### config.mk
export PLATFORM = sky130hd
export DESIGN_NAME = homework1_sweep_ctrl
export DESIGN_NICKNAME = d
export VERILOG_FILES = /design/src/rtl/homework1_pkg.sv /design/src/rtl/homework1_settle_timer.sv /design/src/rtl/homework1_sweep_ctrl.sv
export SDC_FILE = /design/constraint.sdc
export NUM_CORES = 1
export LEC_CHECK = 0
export CAP_MARGIN = 20
export CELL_PAD_IN_SITES_DETAIL_PLACEMENT = 0
export CELL_PAD_IN_SITES_GLOBAL_PLACEMENT = 1
export CORE_MARGIN = 5
export CORE_UTILIZATION = 40
export CTS_CLUSTER_SIZE = 24
export DETAILED_ROUTE_END_ITERATION = 7
export MAX_ROUTING_LAYER = met4
export PLACE_DENSITY = 0.8
export SLEW_MARGIN = 15
export SYNTH_ARGS = -nofsm -noshare
export SYNTH_HDL_FRONTEND = slang
export SYNTH_SLANG_ARGS = --single-unit
### constraint.sdc
create_clock -name clk -period 5.3 [get_ports clk]
set_clock_uncertainty 0.05 [all_clocks]
set_input_delay 1.325 -clock clk [delete_from_list [all_inputs] [get_ports clk]]
set_output_delay 1.325 -clock clk [all_outputs]
set_load 0.01 [all_outputs]
### src/rtl/homework1_pkg.sv
// Shared types and defaults for the truth-table sweep sequencer.
package homework1_pkg;

  typedef enum logic [1:0] {
    IDLE   = 2'd0,
    HOLD   = 2'd1,
    SAMPLE = 2'd2,
    FINISH = 2'd3
  } state_e;

  localparam int              N_IN_DEFAULT     = 4;
  localparam int              N_CODES          = 2 ** N_IN_DEFAULT;
  localparam logic [15:0]     EXPECTED_DEFAULT = 16'hFC00;

endpackage

### src/rtl/homework1_settle_timer.sv
// Settle-window counter: counts enabled cycles from a clear and flags the last
// hold cycle. SETTLE=0 means the terminal count is always asserted.
module homework1_settle_timer #(
  parameter int SETTLE = 2
) (
  input  logic clk,
  input  logic rst_n,
  input  logic clr_i,
  input  logic en_i,
  output logic tc_o
);

  localparam logic [3:0] TC_VAL = 4'(SETTLE - 1);

  logic [3:0] cnt_q;
  logic [3:0] cnt_d;

  always_comb begin
    cnt_d = cnt_q;
    if (clr_i) begin
      cnt_d = '0;
    end else if (en_i) begin
      cnt_d = cnt_q + 4'd1;
    end
  end

  always_ff @(posedge clk or negedge rst_n) begin
    if (!rst_n) begin
      cnt_q <= '0;
    end else begin
      cnt_q <= cnt_d;
    end
  end

  assign tc_o = (SETTLE == 0) ? 1'b1 : (cnt_q == TC_VAL);

endmodule

### src/rtl/homework1_sweep_ctrl.sv
// Sweeps every input code of a combinational block, captures its truth table
// and compares it against a golden mask.
module homework1_sweep_ctrl
  import homework1_pkg::*;
#(
  parameter int                  N_IN     = N_IN_DEFAULT,
  parameter int                  SETTLE   = 2,
  parameter logic [2**N_IN-1:0]  EXPECTED = EXPECTED_DEFAULT
) (
  input  logic                 clk,
  input  logic                 rst_n,
  input  logic                 start,
  input  logic                 abort,
  output logic [N_IN-1:0]      dut_in,
  input  logic                 dut_out,
  output logic                 busy,
  output logic                 done,
  output logic                 pass,
  output logic [2**N_IN-1:0]   truth_table,
  output logic [N_IN:0]        ones_count,
  output logic                 mismatch_valid,
  output logic [N_IN-1:0]      mismatch_idx
);

  localparam int              NUM_CODES  = 2 ** N_IN;
  localparam logic [N_IN-1:0] LAST_CODE  = N_IN'(NUM_CODES - 1);
  localparam state_e          CODE_ENTRY = (SETTLE == 0) ? SAMPLE : HOLD;

  state_e                 state_q;
  logic [N_IN-1:0]        code_q;
  logic                   busy_q;
  logic                   done_q;
  logic                   pass_q;
  logic [NUM_CODES-1:0]   tt_q;
  logic [N_IN:0]          ones_q;
  logic                   mv_q;
  logic [N_IN-1:0]        midx_q;

  logic                   settle_tc;
  logic                   miss;

  homework1_settle_timer #(
    .SETTLE (SETTLE)
  ) u_settle_timer (
    .clk   (clk),
    .rst_n (rst_n),
    .clr_i (settle_tc | abort),
    .en_i  (state_q == HOLD),
    .tc_o  (settle_tc)
  );

  assign miss = dut_out ^ EXPECTED[code_q];

  always_ff @(posedge clk or negedge rst_n) begin
    if (!rst_n) begin
      state_q <= IDLE;
      code_q  <= '0;
      busy_q  <= 1'b0;
      done_q  <= 1'b0;
      pass_q  <= 1'b0;
      tt_q    <= '0;
      ones_q  <= '0;
      mv_q    <= 1'b0;
      midx_q  <= '0;
    end else begin
      done_q <= 1'b0;
      unique case (state_q)
        IDLE: begin
          if (start && !abort) begin
            state_q <= CODE_ENTRY;
            code_q  <= '0;
            busy_q  <= 1'b1;
            pass_q  <= 1'b0;
            tt_q    <= '0;
            ones_q  <= '0;
            mv_q    <= 1'b0;
            midx_q  <= '0;
          end
        end
        HOLD: begin
          if (abort) begin
            state_q <= IDLE;
            code_q  <= '0;
            busy_q  <= 1'b0;
          end else if (settle_tc) begin
            state_q <= SAMPLE;
          end
        end
        SAMPLE: begin
          // An abort on the sample edge discards that code's result.
          if (abort) begin
            state_q <= IDLE;
            code_q  <= '0;
            busy_q  <= 1'b0;
          end else begin
            tt_q[code_q] <= dut_out;
            ones_q       <= ones_q + (N_IN + 1)'(dut_out);
            if (miss && !mv_q) begin
              mv_q   <= 1'b1;
              midx_q <= code_q;
            end
            if (code_q == LAST_CODE) begin
              state_q <= FINISH;
              code_q  <= '0;
              done_q  <= 1'b1;
              pass_q  <= !(mv_q || miss);
            end else begin
              state_q <= CODE_ENTRY;
              code_q  <= code_q + 1'b1;
            end
          end
        end
        FINISH: begin
          state_q <= IDLE;
          busy_q  <= 1'b0;
        end
        default: begin
          state_q <= IDLE;
          busy_q  <= 1'b0;
        end
      endcase
    end
  end

  assign dut_in         = code_q;
  assign busy           = busy_q;
  assign done           = done_q;
  assign pass           = pass_q;
  assign truth_table    = tt_q;
  assign ones_count     = ones_q;
  assign mismatch_valid = mv_q;
  assign mismatch_idx   = midx_q;

endmodule

==> impl_results.md <==
- Vias in the first global route: 1700
- Synthesized cell area: between 2000 and 2500 µm²
- Fin. max-slew vios: 0
- Startpoint types: input port
- Maximum vdd ir drop: between 0.1 and 0.15 mV
- Yosys reg bits: 39
- Cells after synthesis: approximately 240
- Gr usage total: between 10% and 20%
- Largest net degree at the start of global routing: 40
- Initial Util: between 40% and 50%
- Area leader, netlist: dfrtp_1
- Netlist cell types: 38
- Grt ovf: 0
- First-pass GRT wire length: 8.53 mm
- Met3 wire length: slightly above 200 µm
- PortBufs: 37
- Synth area leaders: dfrtp_1 46%, nand2_1 8.1%, ha_1 7.0%
- Die W: around 83 µm
- Die ar.: 6910 µm²
- Crit path launch: abort
- Area share of the leading cell type in the synthesized netlist: between 40% and 50%
- Initial antenna violation count: 0
- Worst Hold Depth: 2
- Postcts setup bufs: 0
- Final hold vios: 0
- Wl on met1: about 2.5 mm
- Post-synth EDFFs: 0
- Longest Clk Path Bufs: 2
- Filler cells: 518
- Post-Layout Cell Count: roughly 330
- Crit path capture type: flop
- HP Start: ones_count[0]
- R2R depth: 6
- P&R area growth vs syn: 21.9%
- Final period util: around three fifths
- Min cycle time layout: just over 3000 ps
- Root buf cell: clkbuf_8
- Residual DRC: 0
- Crit path required time: 5460 ps
- Max incr delay on CP: ~690 ps
- Drt total wl: 4.96 mm
- Initial DRC count: 100
- Status: finished, final reports clean
- Global placer's final weighted congestion: around 0.73
- Leakage: ~1.2 nW
- Clk sinks: 39
- Vias/cell: around 5.3
- RSZ-0062 raised after global routing: no
- Critical-path cell list: clkdlybuf4s50_1, or2_1, nor3_4, mux2i_1
- Share of layout cells above drive strength 1: 4.55%
- Hold Path Class: reg2reg
- Worst-path clk slew: 70 ps
- # Max-Cap Violations: 0
- Ports: 38
- WP data arrival: 3270 ps
- Drt pass-1 iters: 4
- Max Fclk: approximately 320 MHz
- Setup TNS: 0 ps
- Post-synth ARST share: 100%
- Cells after DPL: 328
- Reg-to-Reg End: mismatch_idx[3]
- Count leader, synth: nand2_1
- Drt wl/cell: around 15 µm
- Final Setup Violations: 0
- FF-to-FF Start: state_q[0]
- Via count: 1773
- Max stage delay cell, worst path: clkdlybuf4s50_1
- Pwr dens: around 310 nW/µm²
- Antenna viol nets, final: 0
- Top_reg_cell synth: dfrtp_1
- HPWL after DPL: approximately 3.3 mm
- CTS resizes: 0
- Min-Delay Endpoint: ones_count[0]
- Ant diodes: 0
- Slew margin rel.: about two fifths
- TritonCTS clock tree: done
- Cts hold-fix bufs: 0
- Met2 wire len: between 2 and 2.5 mm
- Synth Area per Inst: about 9 µm²
- Placeable core area: about 5000 µm²
- Ys Warns: 0
- Flop2flop setup slack: between 2000 and 3000 ps
- Total CTS buffers: 5
- Syn nets: about 250
- H-tree levels: 2
- Nets: about 280
- Clk Latency, worst-skew pair: a little under 300 ps
- CP Max Fanout: 17
- Synth cell count leaders: 46 x nand2_1, 39 x dfrtp_1, 17 x a21oi_1, 17 x nand4_1, 16 x nand3_1
- Std cell rows: 26
- DR top layer: met4
- Share of the yosys chip area belonging to registers: 45.6%
- Setup Crit Path Kind: in2reg
- Die H: 83.1 µm
- Worst slew pin tran: ~900 ps
[power by group]
part | leakage (nW) | switching, mW | internal (mW) | total, mW
combinational | 0.589 | 0.170 | 0.101 | 0.272
clock | 0.0371 | 0.0965 | 0.0877 | 0.184
sequential | 0.540 | 0.0270 | 0.324 | 0.351
total | 1.17 | 0.294 | 0.513 | 0.807
[cells by family (layout without fill, tap and decap cells)]
group	count (synthesis)	count (layout)	synth area share (%)
DFF	39	39	45.6
muxes	10	10	4.91
and+or+nand+nor	114	114	26.7
AOI/OAI and AO/OA	33	33	8.71
xor gates and xnor gates	7	7	2.87
buffers and inverters	20	49	4.15
adders and majority gates	12	12	7.02
[worst max-delay path by stage]
stage / endpoint / cells past startpoint
after CTS: mismatch_idx[3] / 4
after global routing: mismatch_idx[3] / 4
after detailed placement: mismatch_idx[3] / 4
final: mismatch_idx[3] / 4
after global placement: truth_table[1] / 4
after floorplan: dut_in[3] / 4
[layer usage]
metal	vias to the layer above	GRT usage, %
li1	884	-
met1	846	21.3
met2	36	22.1
met3	7	4.36
met4	0	4.31
met5	-	-
[per-stage QoR]
| step | instance area [µm²] | hold slack, ps | utilization (%) | power (mW) | setup slack, ps |
|---|---|---|---|---|---|
| floorplan | 2140 | 456 | - | 0.546 | 2900 |
| global placement | 2530 | 439 | 49.2 | 0.626 | 1740 |
| detailed placement | 2530 | 445 | 49.3 | 0.629 | 1880 |
| CTS | 2610 | 466 | 50.7 | 0.817 | 2180 |
| global route | 2610 | 490 | 50.7 | 0.859 | 2090 |
| finish | 2610 | 460 | 50.7 | 0.807 | 2190 |
[cell type report]
cell class / instances / area, µm² / area share, %
clock buffers: 6 / 72.6 / 2.78
inverters: 5 / 18.8 / 0.720
flip-flops and latches: 39 / 976 / 37.4
repair buffers: 38 / 373 / 14.3
well taps: 70 / 87.6 / 3.36
multi-input cells: 176 / 1080 / 41.4
[sequential cells by signal (all words and copies together), names as in the netlist]
signal,count
dut_in,4
busy,1
ones_count,5
done,1
u_settle_timer.cnt_q,4
pass,1
mismatch_idx,4
state_q,2
mismatch_valid,1
truth_table,16
[critical path, delay by kind of cell]
kind / cells / cell delay (ps)
mux: 1 / 220
simple gates: 2 / 1030
buf+inv: 1 / 690
[cell usage in the layout (no fill, tap or decap), types with 2 or more instances in the layout]
| cell type | n |
|---|---|
| xnor2_1 | 3 |
| ha_1 | 12 |
| clkbuf_8 | 5 |
| and3_1 | 2 |
| nor3_1 | 4 |
| o21ai_0 | 9 |
| inv_1 | 5 |
| nand4_1 | 17 |
| mux2i_1 | 8 |
| nand3_1 | 16 |
| xor2_1 | 4 |
| a21oi_1 | 17 |
| nor3b_1 | 3 |
| nor2b_1 | 5 |
| nand2_1 | 46 |
| nor2_1 | 12 |
| dfrtp_1 | 39 |
| clkdlybuf4s50_1 | 36 |
Power figures use the tool's default switching activity.
